**config.mk**
```make
export PLATFORM = sky130hd
export DESIGN_NAME = acc_lut_bank
export DESIGN_NICKNAME = d
export VERILOG_FILES = /design/src/rtl/acc_lut_pkg.sv /design/src/rtl/acc_lut_init_seq.sv /design/src/rtl/acc_lut_bank.sv
export SDC_FILE = /design/constraint.sdc
export NUM_CORES = 1
export LEC_CHECK = 0
export ABC_CLOCK_PERIOD_IN_PS = 4400
export BUFFER_PORTS_ARGS = -buffer_cell sky130_fd_sc_hd__buf_2
export CAP_MARGIN = 25
export CORE_ASPECT_RATIO = 1.4
export CORE_MARGIN = 2
export CORE_UTILIZATION = 50
export CTS_CLUSTER_SIZE = 16
export DETAILED_ROUTE_END_ITERATION = 6
export PLACE_DENSITY = 0.74
export SYNTH_ARGS = -nofsm -noshare
export SYNTH_HDL_FRONTEND = slang
export SYNTH_SLANG_ARGS = --single-unit
export TNS_END_PERCENT = 1
```
**constraint.sdc**
```tcl
create_clock -name clk -period 4.4 [get_ports clk]
set_input_delay 0.22 -clock clk [delete_from_list [all_inputs] [get_ports clk]]
set_output_delay 0.22 -clock clk [all_outputs]
set_load 0.01 [all_outputs]
```
**src/rtl/acc_lut_pkg.sv**
```systemverilog
// Shared constants, state type and default-content function for the accumulator LUT bank.
// Optional write lock on entries 0..3 is selected by defining ACC_LUT_WRLOCK_EN.
package acc_lut_pkg;

   localparam int unsigned ACC_MAX_IDX  = 0;
   localparam int unsigned ACC_63_IDX   = 1;
   localparam int unsigned ACC_ZERO_IDX = 2;
   localparam int unsigned ACC_ONE_IDX  = 3;

   typedef enum logic [0:0] {
      INIT = 1'b0,
      IDLE = 1'b1
   } acc_lut_state_e;

   // Returned wide; callers truncate to their entry width.
   function automatic logic [63:0] acc_lut_default(input int unsigned idx,
                                                   input int unsigned data_w);
      logic [63:0] ones;
      ones = (data_w >= 64) ? '1 : ((64'd1 << data_w) - 64'd1);
      case (idx)
         ACC_MAX_IDX:  return ones;
         ACC_63_IDX:   return 64'd63 & ones;
         ACC_ZERO_IDX: return 64'd0;
         ACC_ONE_IDX:  return 64'd1 & ones;
         default:      return 64'd0;
      endcase
   endfunction

endpackage

```
**src/rtl/acc_lut_init_seq.sv**
```systemverilog
// Initialisation sequencer: walks every entry once after reset or reinit, writing its default,
// and reports busy while the walk is in progress.
module acc_lut_init_seq
   import acc_lut_pkg::*;
#(
   parameter int unsigned DATA_W = 8,
   parameter int unsigned KEY_W  = 5,
   parameter int unsigned DEPTH  = 32
) (
   input  logic              clk,
   input  logic              rst_n,
   input  logic              i_reinit,
   output logic              o_busy,
   output logic              o_init_we,
   output logic [KEY_W-1:0]  o_init_key,
   output logic [DATA_W-1:0] o_init_data
);

   acc_lut_state_e   r_state;
   logic [KEY_W-1:0] r_idx;
   acc_lut_state_e   w_state_nxt;
   logic [KEY_W-1:0] w_idx_nxt;

   always_comb begin
      w_state_nxt = r_state;
      w_idx_nxt   = r_idx;
      case (r_state)
         INIT: begin
            if (r_idx == KEY_W'(DEPTH - 1)) begin
               w_state_nxt = IDLE;
               w_idx_nxt   = '0;
            end else begin
               w_idx_nxt = r_idx + KEY_W'(1);
            end
         end
         IDLE: begin
            if (i_reinit) begin
               w_state_nxt = INIT;
               w_idx_nxt   = '0;
            end
         end
         default: begin
            w_state_nxt = INIT;
            w_idx_nxt   = '0;
         end
      endcase
   end

   always_ff @(posedge clk or negedge rst_n) begin
      if (!rst_n) begin
         r_state <= INIT;
         r_idx   <= '0;
      end else begin
         r_state <= w_state_nxt;
         r_idx   <= w_idx_nxt;
      end
   end

   assign o_busy      = (r_state == INIT);
   assign o_init_we   = (r_state == INIT);
   assign o_init_key  = r_idx;
   assign o_init_data = DATA_W'(acc_lut_default(32'(r_idx), DATA_W));

endmodule

```
**src/rtl/acc_lut_bank.sv**
```systemverilog
// Programmable accumulator constant table with registered reads and write-first bypass.
// Defining ACC_LUT_WRLOCK_EN makes entries 0..3 read-only to host writes.
module acc_lut_bank
   import acc_lut_pkg::*;
#(
   parameter int unsigned DATA_W = 8,
   parameter int unsigned KEY_W  = 5,
   parameter int unsigned DEPTH  = 32
) (
   input  logic              clk,
   input  logic              rst_n,
   input  logic              reinit,
   input  logic              rd_en,
   input  logic [KEY_W-1:0]  rd_key,
   output logic [DATA_W-1:0] rd_data,
   output logic              rd_valid,
   output logic              rd_miss,
   input  logic              wr_en,
   input  logic [KEY_W-1:0]  wr_key,
   input  logic [DATA_W-1:0] wr_data,
   output logic              wr_err,
   output logic              busy
);

   localparam int unsigned AW = $clog2(DEPTH);

   logic [DATA_W-1:0] r_mem [DEPTH];
   logic [DATA_W-1:0] r_rd_data;
   logic              r_rd_valid;
   logic              r_rd_miss;
   logic              r_wr_err;

   logic              w_busy;
   logic              w_init_we;
   logic [KEY_W-1:0]  w_init_key;
   logic [DATA_W-1:0] w_init_data;
   logic              w_rd_hit;
   logic              w_wr_hit;
   logic              w_wr_locked;
   logic              w_wr_ok;
   logic              w_rd_go;
   logic [DATA_W-1:0] w_rd_word;

   acc_lut_init_seq #(
      .DATA_W (DATA_W),
      .KEY_W  (KEY_W),
      .DEPTH  (DEPTH)
   ) u_init_seq (
      .clk         (clk),
      .rst_n       (rst_n),
      .i_reinit    (reinit),
      .o_busy      (w_busy),
      .o_init_we   (w_init_we),
      .o_init_key  (w_init_key),
      .o_init_data (w_init_data)
   );

   assign w_rd_hit = 32'(rd_key) < DEPTH;
   assign w_wr_hit = 32'(wr_key) < DEPTH;

`ifdef ACC_LUT_WRLOCK_EN
   assign w_wr_locked = 32'(wr_key) <= ACC_ONE_IDX;
`else
   assign w_wr_locked = 1'b0;
`endif

   // A reinit request takes the table away from the host in the same cycle.
   assign w_wr_ok = wr_en && !w_busy && !reinit && w_wr_hit && !w_wr_locked;
   assign w_rd_go = rd_en && !w_busy;

   always_comb begin
      w_rd_word = '0;
      if (w_rd_hit) begin
         if (w_wr_ok && (wr_key == rd_key)) begin
            w_rd_word = wr_data;
         end else begin
            w_rd_word = r_mem[rd_key[AW-1:0]];
         end
      end
   end

   always_ff @(posedge clk) begin
      if (w_init_we) begin
         r_mem[w_init_key[AW-1:0]] <= w_init_data;
      end else if (w_wr_ok) begin
         r_mem[wr_key[AW-1:0]] <= wr_data;
      end
   end

   always_ff @(posedge clk or negedge rst_n) begin
      if (!rst_n) begin
         r_rd_data  <= '0;
         r_rd_valid <= 1'b0;
         r_rd_miss  <= 1'b0;
         r_wr_err   <= 1'b0;
      end else begin
         r_rd_valid <= w_rd_go;
         r_rd_miss  <= w_rd_go && !w_rd_hit;
         r_wr_err   <= wr_en && !w_wr_ok;
         if (w_rd_go) begin
            r_rd_data <= w_rd_word;
         end
      end
   end

   assign rd_data  = r_rd_data;
   assign rd_valid = r_rd_valid;
   assign rd_miss  = r_rd_miss;
   assign wr_err   = r_wr_err;
   assign busy     = w_busy;

endmodule

```
== Word-level counts from Yosys, hierarchy flattened ==
Memory sizes are Yosys's and may differ from the RTL's. A register that Yosys moved wholly into a read port is not among the register bits.
Index checks and enable logic that the tools add are counted.

* Register bits: 8
* Bits in latches: 0
* Memory bits (writable): 256
* ROM bits: 0
* Output and inout bits: 12
* Logic and storage cells: 34
* Memories: 1

{| class="wikitable"
|+ Memory list
! name !! words !! bits a word !! read ports !! clocked after memory_dff !! write ports !! line !! source
|-
| r_mem || 32 || 8 || 1 || 1 || 1 || acc_lut_bank.sv:27 || <nowiki>logic [DATA_W-1:0] r_mem [DEPTH];</nowiki>
|}

* Add/subtract/negate cells: 1
* Multiply operators: 0
* Div/mod/pow operators: 0
* $lt $le $gt $ge: 0
* Eq/ne operators: 4
* Shift operators: 0
* Multiplexer cells: 14
* Bitwise logic cells: 1
* Reductions and logical operators: 9

{| class="wikitable"
|+ Operator list
! cell !! number
|-
| one-hot mux 8 bit (3 select lines) || 1
|-
| two-way mux 5 bit || 3
|-
| one-hot mux 5 bit (2 select lines) || 1
|-
| two-way mux 8 bit || 1
|-
| OR reduction 8 bit || 1
|-
| two-way mux 1 bit || 7
|-
| adder 5 x 1 -> 5 bit, second input constant || 1
|-
| == test 5 x 1 -> 1 bit, second input constant || 1
|-
| == test 5 x 2 -> 1 bit, second input constant || 1
|-
| == test 5 bit, second input constant || 1
|-
| zero test 5 bit || 1
|-
| logical AND 1 bit || 4
|-
| zero test 1 bit || 3
|-
| != test 2 bit, second input constant || 1
|-
| one-hot mux 1 bit (2 select lines) || 1
|-
| NOT 1 bit || 1
|}

== Logic depth before layout (Yosys ltp) ==
Gate-level depths: netlist of the first run.

* Depth after elaboration: 7
* Depth in mapped cells: 9
* Mapped depth without buffers: 6

== Modules after synthesis ==
From an unflattened synthesis of the first run, not the netlist that was laid out.

* Cell total of the unflattened synthesis: 586
* Area, all modules: 11,059.4 um^2

{| class="wikitable"
|+ By module, submodules not included
! module !! instances !! cells each !! area an instance (um^2)
|-
| acc_lut_bank || 1 || 545 || 10,646.5
|-
| acc_lut_init_seq || 1 || 41 || 412.9
|}

== Worst setup path after synthesis of the first run ==
No wires, ideal clock.

* Kind: reg2reg
* Start: reg u_init_seq.r_state
* End: mem r_mem[19][0], enable pin
* Library setup time: 0.370 ns
* Arrival: 1.903 ns
* Data required time: 4.030 ns
* Path slack: 2.127 ns
* Cell stages (with the launch flop): 8
* Path through: dfrtp_1 and3b_1 buf_2 buf_6 clkbuf_1 mux2i_1 nand2_1 nor2_1

* Cells in the longest elaborated chain, start to end: 7
* Elaborated cells between the ends (all ways): 9
* Those cells by class: mux: 6; reduce/logical: 3

{| class="wikitable"
|+ Ends and longest elaborated chain
! item !! line !! source
|-
| start: declaration || acc_lut_init_seq.sv:19 || <nowiki>acc_lut_state_e r_state;</nowiki>
|-
| start signal: assignment || acc_lut_init_seq.sv:54 || <nowiki>r_state <= w_state_nxt;</nowiki>
|-
| logical AND 1 bit (2 in a row) || acc_lut_bank.sv:68 || <nowiki>assign w_wr_ok = wr_en && !w_busy && !reinit && w_wr_hit && !w_wr_locked;</nowiki>
|-
| two-way mux 1 bit || acc_lut_bank.sv:85 || <nowiki>end else if (w_wr_ok) begin</nowiki>
|-
| two-way mux 1 bit || acc_lut_bank.sv:83 || <nowiki>if (w_init_we) begin</nowiki>
|-
| two-way mux 1 bit (implied by the code) || acc_lut_bank.sv:86 || <nowiki>r_mem[wr_key[AW-1:0]] <= wr_data;</nowiki>
|-
| OR reduction 8 bit (no line) || n/a ||
|-
| two-way mux 5 bit (no line) / two-way mux 1 bit (equally long branches) || n/a ||
|-
| end: declaration || acc_lut_bank.sv:27 ||
|}

Parallel ways exist; a longest one is shown, timed or not.

== Worst setup path after layout of the first run ==
* Start: reg u_init_seq.r_state
* End: mem r_mem[25][7], enable pin

The elaborated chain is that of the path after synthesis.

==> results of run 1 <==
==> power by group through the flow <==
| stage | sequential, uW | clock, uW | combinational [uW] |
|---|---|---|---|
| final | 3840 | 2010 | 1710 |
| after floorplan | 3850 | 0 | 971 |
| after CTS | 3850 | 2030 | 1620 |
| after global routing | 3870 | 2130 | 1850 |
| after global placement | 3890 | 0 | 1500 |
| after detailed placement | 3910 | 0 | 1620 |
==> stage by stage <==
step                area [um^2]  hold slack (ps)  utilization, %
finish                    12430            127.6           57.05
global route              12430            152.6           57.05
CTS                       12360            120.1           56.74
detailed placement        11560            145.1           53.09
global placement          11510            138.8           52.84
floorplan                 11090           -75.59               -
==> logic make-up after synthesis <==
family / synth area share [%]
adder cells (fa/ha/maj): 0.4514
other: 0.03382
multiplexers: 16.55
flip-flops: 72.94
buffers and inverters: 1.704
AO/OA/AOI/OAI: 3.792
AND/OR/NAND/NOR: 4.051
XOR/XNOR: 0.4739
==> flip-flops by register name (all words and copies together) (netlist names) <==
name / count
r_mem: 256
rd_data: 8
u_init_seq.o_init_key: 5
rd_valid: 1
u_init_seq.r_state: 1
wr_err: 1
==> cells in the mapped netlist (2+ instances only) <==
library cell	count	area [um^2]
a2111oi_0	2	17.52
a21o_1	5	37.54
a21oi_1	6	30.03
a22o_1	7	61.31
a22oi_1	6	45.04
and3_1	2	12.51
buf_1	4	15.01
buf_2	10	50.05
buf_4	2	15.01
buf_6	6	67.56
clkbuf_1	7	26.28
dfrtp_1	16	400.4
edfxtp_1	256	7687
ha_1	4	50.05
inv_1	3	11.26
mux2_2	3	33.78
mux2i_1	30	300.3
mux4_2	66	1486
nand2_1	21	78.83
nand2b_1	3	18.77
nand3_1	10	50.05
nand3b_1	3	22.52
nand4_1	3	18.77
nor2_1	39	146.4
nor2b_1	5	31.28
nor3_1	2	10.01
o21ai_0	8	40.04
o21ai_1	8	40.04
o2bb2ai_1	2	17.52
o31a_1	5	43.79
o31ai_1	4	30.03
xor2_1	5	43.79
==> repair_timing <==
action | in CTS | in global routing
hold endpoints to repair | 20 | 0
hold buffers | 3 | 0
setup endpoints to repair | 0 | 0
==> worst max path at each step <==
stage / from / slack [ps] / to
finish: u_init_seq.r_state / 1230 / r_mem[25][7]
global route: u_init_seq.r_state / 1050 / r_mem[24][6]
CTS: u_init_seq.r_state / 1240 / r_mem[25][7]
detailed placement: u_init_seq.r_state / 1270 / r_mem[25][5]
global placement: u_init_seq.r_state / 1350 / r_mem[24][5]
floorplan: u_init_seq.r_state / 2130 / r_mem[19][0]
==> critical path, stage by stage, from the launching register on <==
cell and delay [ps]:
dfrtp_1 560, and3b_1 770, mux2i_1 460, nand2_1 220
nor2_1 800
==> layer usage <==
metal	routed length, um	up-vias
met3	1025	41
met1	8949	2970
met5	0	-
met2	13010	182
li1	-	2417
met4	572	0
==> placed cells by master, fill, tap and decap left out, drive strengths merged, types with 6 or more instances in the layout <==
| cell type | netlist | layout |
|---|---|---|
| edfxtp | 256 | 256 |
| dfrtp | 16 | 16 |
| o21ai | 16 | 16 |
| clkinv | 1 | 14 |
| a22oi | 6 | 6 |
| buf | 22 | 42 |
| mux2i | 30 | 30 |
| nor2 | 39 | 39 |
| clkbuf | 7 | 30 |
| a22o | 7 | 7 |
| nand3 | 11 | 11 |
| mux4 | 66 | 66 |
| inv | 3 | 6 |
| nand2 | 21 | 21 |
| a21oi | 6 | 6 |
==> area by class of cell <==
| cell class | count | area share (%) |
|---|---|---|
| Multi-Input combinational cell | 266 | 22.63 |
| Clock buffer | 30 | 5.347 |
| Sequential cell | 272 | 65.09 |
| Clock inverter | 16 | 0.8156 |
| Inverter | 4 | 0.1208 |
| Tap cell | 297 | 2.991 |
| Timing Repair Buffer | 45 | 3.011 |
==> flow_summary.json, run 1 <==
{
  "synth_cells": 571,
  "cts_tree": "done",
  "pwr-share-seq_pct": 50.8,
  "use_met2_pct": 37.26,
  "p_clk_share_pct": 26.6,
  "grt_max_degree": 41,
  "regArea_um2": 8088,
  "setup_slack_ps": 1227,
  "grt-busiest-layer": "met2",
  "max_freq_ghz": 0.3152,
  "timing.final.setup_violations": 0,
  "timing.final.crit_share_pct": 72.11,
  "gp_congestion": 0.8286,
  "wl_per_cell_um": 25.33,
  "report.final.slew_viol_count": 0,
  "synth_edf_count": 256,
  "reg2reg_from": "u_init_seq.r_state",
  "cts_resized": 0,
  "met3_usage_pct": 2.643,
  "p_sw_share_pct": 29.49,
  "start_util_pct": 50.91,
  "antenna_found_initial": 0,
  "hold_viol_final": 0,
  "clock_skew_ps": 17.08,
  "antenna_left": 0,
  "worst-setup-path-type": "reg -> reg",
  "place_ws_ps": 1271,
  "synthFlopType": "edfxtp_1",
  "core_area_um2": 21780,
  "setup.worst_path.start_class": "flop",
  "grt_pass1_vias": 5694,
  "drc_errors": 0,
  "cts_root_buf": "clkbuf_16",
  "antenna_cells": 0,
  "holdCritPathClass": "in -> async",
  "final.min_clock_period_ps": 3173,
  "setup_tns_ps": 0,
  "status": "complete, no violations",
  "dieArea_um2": 23400,
  "synthesis.nets": 598,
  "crit_fanout": 22,
  "fillers": 1621,
  "cts.reportedPaths.clkPinSlew_ps": 70,
  "rsz0062_at_grt": "false",
  "layout-drive-gt1-share_pct": 24.17,
  "p_comb_share_pct": 22.7,
  "grt_first_pass_wirelength_um": 35340,
  "total_power_uw": 7563,
  "multiInputGateArea_um2": 2811,
  "finalNonFillerCells": 930,
  "vdd_drop_max_v": 0.0003261,
  "cts_buffer_depth": 3,
  "cts_htree_levels": 1,
  "overflow": 0,
  "dr.pass1.iters": 5,
  "crit_arrival_ps": 3330,
  "routed_wirelength_um": 23560,
  "ys_ff_latch": 272,
  "critPathRequiredTime_ps": 4560,
  "vias_per_cell": 6.032,
  "drv_cap": 0,
  "ys.warnings.count": 0,
  "clk-insertion-delay-late_ps": 540,
  "synth.avg_cell_area_um2": 19.42,
  "vias": 5610,
  "power.switching_uw": 2231,
  "hpwlAfterDp_um": 15590,
  "leakage_uw": 0.004150,
  "r2r_end": "r_mem[25][7]",
  "syn2layout_area_growth_pct": 12.06,
  "globalRouteTotalUtil_pct": 20.55,
  "rrSetupSlack_ps": 1230,
  "reg2reg_depth": 4,
  "drt_iter0_drc": 600,
  "die-width_um": 129.9,
  "nNetsFinal": 641,
  "use_met1_pct": 25.69,
  "synth-seq-area-share_pct": 72.94,
  "p_int_uw": 5332,
  "yosysUniqueCellTypes": 50,
  "worst_pin_slew_ps": 1034,
  "slew_headroom_pct": 31.04,
  "worstSetupEndpointType": "flop",
  "cellPowerDensity_nw_per_um2": 608.7,
  "portBuffers": 33,
  "cts_sinks": 272,
  "place_inst": 878,
  "synth_area_um2": 11090,
  "cts_setup_buffers": 0,
  "numCtsBuffers": 25,
  "synthArstFlopShare_pct": 5.882,
  "rows": 64,
  "die_h_um": 180.2,
  "ios": 35
}
Note: power is estimated with default switching activity, not from simulation.
==> run 2, diff against run 1 <==
ABC_CLOCK_PERIOD_IN_PS = 2800   (was 4400)
PLACE_DENSITY = 0.77   (was 0.74)
clock period = 2.8 ns   (was 4.4 ns; I/O delays follow)
==> run 2 against run 1 <==
Effect of this change:
- non-clock buffer count is 49 higher
- clock power is 69% higher
- global-route usage is 1.0 points higher
- clock skew is 4.8 ps higher
- first-iteration DRC count is 9.8% lower
- combinational power is 67% higher
- power is 62% higher
- sequential share of layout area is 1.8 points lower
- worst setup slack worse by 870 ps
- worst hold slack worse by 76 ps
- final cell count is 5.3% higher
- highest routed layer unchanged
==> flow_summary.json, run 2 (synthesis results as in run 1) <==
{
  "total_power_uw": 12240,
  "clock_skew_ps": 21.88,
  "fillers": 1594,
  "worstSetupEndpointType": "flop",
  "crit_fanout": 12,
  "vdd_drop_max_v": 0.0004948,
  "cts_buffer_depth": 3,
  "timing.final.crit_share_pct": 87.27,
  "timing.final.setup_violations": 0,
  "reg2reg_from": "u_init_seq.r_state",
  "start_util_pct": 50.91,
  "path_delay_family": "compound AO/OA/AOI/OAI gates",
  "slew_headroom_pct": 32.42,
  "routed_wirelength_um": 24630,
  "ios": 35,
  "grt_pass1_vias": 6039,
  "critPathRequiredTime_ps": 3090,
  "cts.reportedPaths.clkPinSlew_ps": 70,
  "cts_tree": "done",
  "antenna_found_initial": 0,
  "rrSetupSlack_ps": 360,
  "globalRouteTotalUtil_pct": 21.59,
  "crit_slowest_cell": "a22oi_1",
  "cts_htree_levels": 1,
  "final_common_cell": "edfxtp_1",
  "rows": 64,
  "status": "complete, no violations",
  "antenna_left": 0,
  "drv_cap": 0,
  "numCtsBuffers": 25,
  "worst-setup-path-type": "reg -> reg",
  "path_depth": 7,
  "holdCritPathClass": "in -> async",
  "crit_arrival_ps": 2730,
  "clk-insertion-delay-late_ps": 540,
  "hpwlAfterDp_um": 16260,
  "drt_iter0_drc": 541,
  "overflow": 0,
  "drc_errors": 0,
  "portBuffers": 33,
  "cts_sinks": 272,
  "die_h_um": 180.2,
  "rsz0062_at_grt": "false",
  "core_area_um2": 21780,
  "reg2reg_depth": 7,
  "grt_max_degree": 43,
  "report.final.slew_viol_count": 0,
  "dieArea_um2": 23400,
  "critPathBufInv": 2,
  "layout_common_cells": "edfxtp_1, mux4_2, buf_4",
  "gp_congestion": 0.8502,
  "crit_path_start": "u_init_seq.r_state",
  "cellPowerDensity_nw_per_um2": 958.1,
  "final.min_clock_period_ps": 2443,
  "grt_first_pass_wirelength_um": 37280,
  "r2r_end": "r_mem[30][3]",
  "place_ws_ps": 387.9,
  "vias_per_cell": 6.035,
  "cp-endpoint": "r_mem[30][3]",
  "hold_viol_final": 0,
  "largest_reg_flops": 256,
  "nNetsFinal": 690,
  "worstPathCellList": "buf_4 > nor2b_1 > nand2_1 > nor2_1 > a22oi_1 > nor2_1 > buf_4",
  "holdWs_ps": 51.08,
  "layout-drive-gt1-share_pct": 29.77,
  "regArea_um2": 8088,
  "worst_pin_slew_ps": 1014,
  "setup_tns_ps": 0,
  "multiInputGateArea_um2": 2811,
  "max_freq_ghz": 0.4093,
  "finalNonFillerCells": 979,
  "dr.pass1.iters": 5,
  "die-width_um": 129.9,
  "antenna_cells": 0,
  "syn2layout_area_growth_pct": 15.21,
  "leakage_uw": 0.004396,
  "cts_root_buf": "clkbuf_16",
  "place_inst": 930,
  "slowest_delay_ps": 770,
  "setup.worst_path.start_class": "flop",
  "vias": 5908,
  "cts_resized": 0,
  "setup_slack_ps": 356.5,
  "wl_per_cell_um": 25.15
}
-- run 2: cell count changes in the layout (fill, tap and decap cells not counted), moves of 2 or more --
cell        change
buf_16          -4
buf_4          +53
bufinv_16       +3
clkbuf_8        -2
clkinv_2        -2
clkinvlp_4      +2
inv_6           +3
-- run 2: final cells by class --
class	instances	area share (%)
clock buffers	28	4.985
clock inverters	18	1.420
inverters	4	0.1175
multi-input cells	266	22.01
flip-flops and latches	272	63.31
well taps	297	2.909
repair buffers	94	5.250
-- run 2: worst min path at each step --
stage	slack, ps	from	end	depth (start not counted)
floorplan	-160	rst_n	rd_data[0]	0
global placement	70	rst_n	wr_err	1
detailed placement	80	rst_n	rd_data[4]	1
CTS	50	rst_n	rd_valid	2
global route	90	rst_n	rd_valid	2
finish	50	rst_n	rd_valid	2
-- run 2: metrics by stage --
stage	cell area, um^2	util [%]
after floorplan	11090	-
after global placement	11930	54.76
after detailed placement	11930	54.76
after CTS	12770	58.65
after global routing	12770	58.65
final	12770	58.65
-- run 2: what timing repair did --
action                                 4_1_cts  5_1_grt
setup endpoints to repair                    0        0
hold buffers                                 3        0
endpoints found under the hold margin       20        0
buffers inserted                             0        0
-- run 2: power breakdown --
| group | switching, uW | leakage, uW | internal [uW] | total (uW) |
|---|---|---|---|---|
| Combinational | 1950 | 0.00144 | 895 | 2850 |
| Sequential | 219 | 0.00256 | 5780 | 6000 |
| Clock | 1460 | 0.000400 | 1930 | 3390 |
-- run 2: metal layers --
metal  global-route usage [%]  part of all wire (%)  up-vias
met3                    2.583                   6.4       49
li1                         -                     -     2524
met4                    8.430                   3.5        0
met5                        0                     0        -
met1                    28.77                    38     3064
met2                    36.29                    52      271
==> run 3, diff against run 2 <==
ABC_CLOCK_PERIOD_IN_PS = default   (was 2800)
BUFFER_PORTS_ARGS = -buffer_cell sky130_fd_sc_hd__clkbuf_2   (was -buffer_cell sky130_fd_sc_hd__buf_2)
CORE_UTILIZATION = 56   (was 50)
PLACE_DENSITY = 0.84   (was 0.77)
==> run 3 against run 2 <==
Effect of this change:
- die area decreased by 10%
- final area decreased by 1.0%
- register-to-register slack got worse by 210 ps
- global-route usage increased by 3.6 points
- critical endpoint is now r_mem[19][6]
- final cell count decreased by 5.9%
- non-clock buffer count decreased by 6
- largest power group unchanged
==> flow_summary.json, run 3 (synthesis results as in run 1) <==
{
  "leakage_uw": 0.004352,
  "drt_iter0_drc": 666,
  "hpwlAfterDp_um": 16710,
  "crit_path_start": "u_init_seq.r_state",
  "cts_resized": 0,
  "syn2layout_area_growth_pct": 14.06,
  "cts_sinks": 272,
  "setup.worst_path.start_class": "flop",
  "die-width_um": 122.9,
  "layout-drive-gt1-share_pct": 28.23,
  "grt_max_degree": 36,
  "ios": 35,
  "reg2reg_depth": 4,
  "slew_headroom_pct": 27.59,
  "vias": 6077,
  "crit_slowest_cell": "nor2_1",
  "holdWs_ps": 66.83,
  "numCtsBuffers": 24,
  "p_sw_share_pct": 29.59,
  "setup_tns_ps": 0,
  "slowest_delay_ps": 610,
  "reg2reg_from": "u_init_seq.r_state",
  "antenna_left": 0,
  "final.min_clock_period_ps": 2652,
  "overflow": 0,
  "cts_htree_levels": 1,
  "rsz0062_at_grt": "false",
  "cts.reportedPaths.clkPinSlew_ps": 70,
  "crit_arrival_ps": 2800,
  "worstPathCellList": "and3b_1 > mux2i_1 > nand2_1 > nor2_1",
  "p_int_uw": 8502,
  "final_common_cell": "edfxtp_1",
  "crit_fanout": 15,
  "antenna_cells": 0,
  "wl_per_cell_um": 27.42,
  "hold_viol_final": 0,
  "hold_buffers": 3,
  "portBuffers": 33,
  "die_h_um": 170.5,
  "dr.pass1.iters": 5,
  "report.final.slew_viol_count": 0,
  "rrSetupSlack_ps": 150,
  "power.switching_uw": 3574,
  "routed_wirelength_um": 25260,
  "regArea_um2": 8088,
  "cts_root_buf": "clkbuf_16",
  "worstSetupEndpointType": "flop",
  "globalRouteTotalUtil_pct": 25.18,
  "multiInputGateArea_um2": 2811,
  "path_delay_family": "simple AND/OR/NAND/NOR gates",
  "clock_skew_ps": 9.304,
  "critPathRequiredTime_ps": 2950,
  "gp_congestion": 0.9014,
  "fillers": 1164,
  "pwr-share-seq_pct": 50.0,
  "clk-insertion-delay-late_ps": 520,
  "vias_per_cell": 6.598,
  "final_area_um2": 12650,
  "grt_first_pass_wirelength_um": 37720,
  "max_freq_ghz": 0.3771,
  "dieArea_um2": 20960,
  "timing.final.setup_violations": 0,
  "layout_common_cells": "edfxtp_1, mux4_2, buf_4",
  "drc_errors": 0,
  "cts_tree": "done",
  "cellPowerDensity_nw_per_um2": 954.9,
  "cts_buffer_depth": 3,
  "status": "complete, no violations",
  "grt_pass1_vias": 6205,
  "drv_cap": 0,
  "largest_reg_flops": 256,
  "place_area_um2": 11850,
  "worst_pin_slew_ps": 1086,
  "timing.final.crit_share_pct": 94.72,
  "start_util_pct": 57.47,
  "r2r_end": "r_mem[19][6]",
  "critPathBufInv": 0,
  "worst-setup-path-type": "reg -> reg",
  "core_area_um2": 19290,
  "p_clk_share_pct": 26.8,
  "p_comb_share_pct": 23.2,
  "nNetsFinal": 683,
  "antenna_found_initial": 0,
  "cts_setup_buffers": 0,
  "vdd_drop_max_v": 0.0005038,
  "rows": 60,
  "holdCritPathClass": "in -> async"
}
-- run 3: changes by cell type in the layout (fill, tap and decap cells not counted) --
cell,before,now
clkbuf_1,3,6
clkbuf_2,0,32
buf_4,56,48
buf_2,32,0
clkinv_4,1,0
clkinv_8,0,1
clkinv_2,6,4
buf_12,3,5
clkbuf_16,25,24
clkinvlp_4,2,1
inv_6,3,0
clkinv_1,4,5
-- run 3: through the flow --
step | setup WS [ps] | total power (uW) | cells | util (%)
after floorplan | 526.8 | 7575 | 571 | -
after global placement | 374.1 | 8656 | 875 | 61.39
after detailed placement | 244.5 | 8868 | 875 | 61.39
after CTS | 201.5 | 12080 | 921 | 65.55
after global routing | 32.12 | 12490 | 921 | 65.55
final | 147.9 | 12080 | 921 | 65.55
-- run 3: metal layers --
layer | track usage, % | vias up | share of wire (%)
li1 | - | 2493 | -
met1 | 30.84 | 3050 | 34
met2 | 43.31 | 448 | 52
met3 | 3.400 | 86 | 8.1
met4 | 13.39 | 0 | 5.7
met5 | 0 | - | 0
-- run 3: how the worst max path moves through the flow --
| stage | slack, ps | to | cells past startpoint |
|---|---|---|---|
| 6_report | 150 | r_mem[19][6] | 4 |
| 5_1_grt | 30 | rd_data[5] | 6 |
| 4_1_cts | 200 | rd_data[5] | 6 |
| 3_5_place_dp | 240 | r_mem[13][4] | 5 |
| 3_3_place_gp | 370 | r_mem[15][4] | 5 |
| 2_1_floorplan | 530 | r_mem[19][0] | 7 |
-- run 3: cell type report --
type                            count  area share [%]
Clock buffer                       30           4.927
Clock inverter                     13           1.177
Inverter                            4          0.1187
Multi-Input combinational cell    266           22.23
Sequential cell                   272           63.95
Tap cell                          248           2.454
Timing Repair Buffer               88           5.144
-- run 3: power groups by stage --
stage	logic (uW)	registers [uW]	clock network, uW
5_1_grt	3000	6070	3410
4_1_cts	2780	6030	3270
3_5_place_dp	2760	6110	0
6_report	2800	6030	3240
2_1_floorplan	1530	6050	0
3_3_place_gp	2600	6050	0
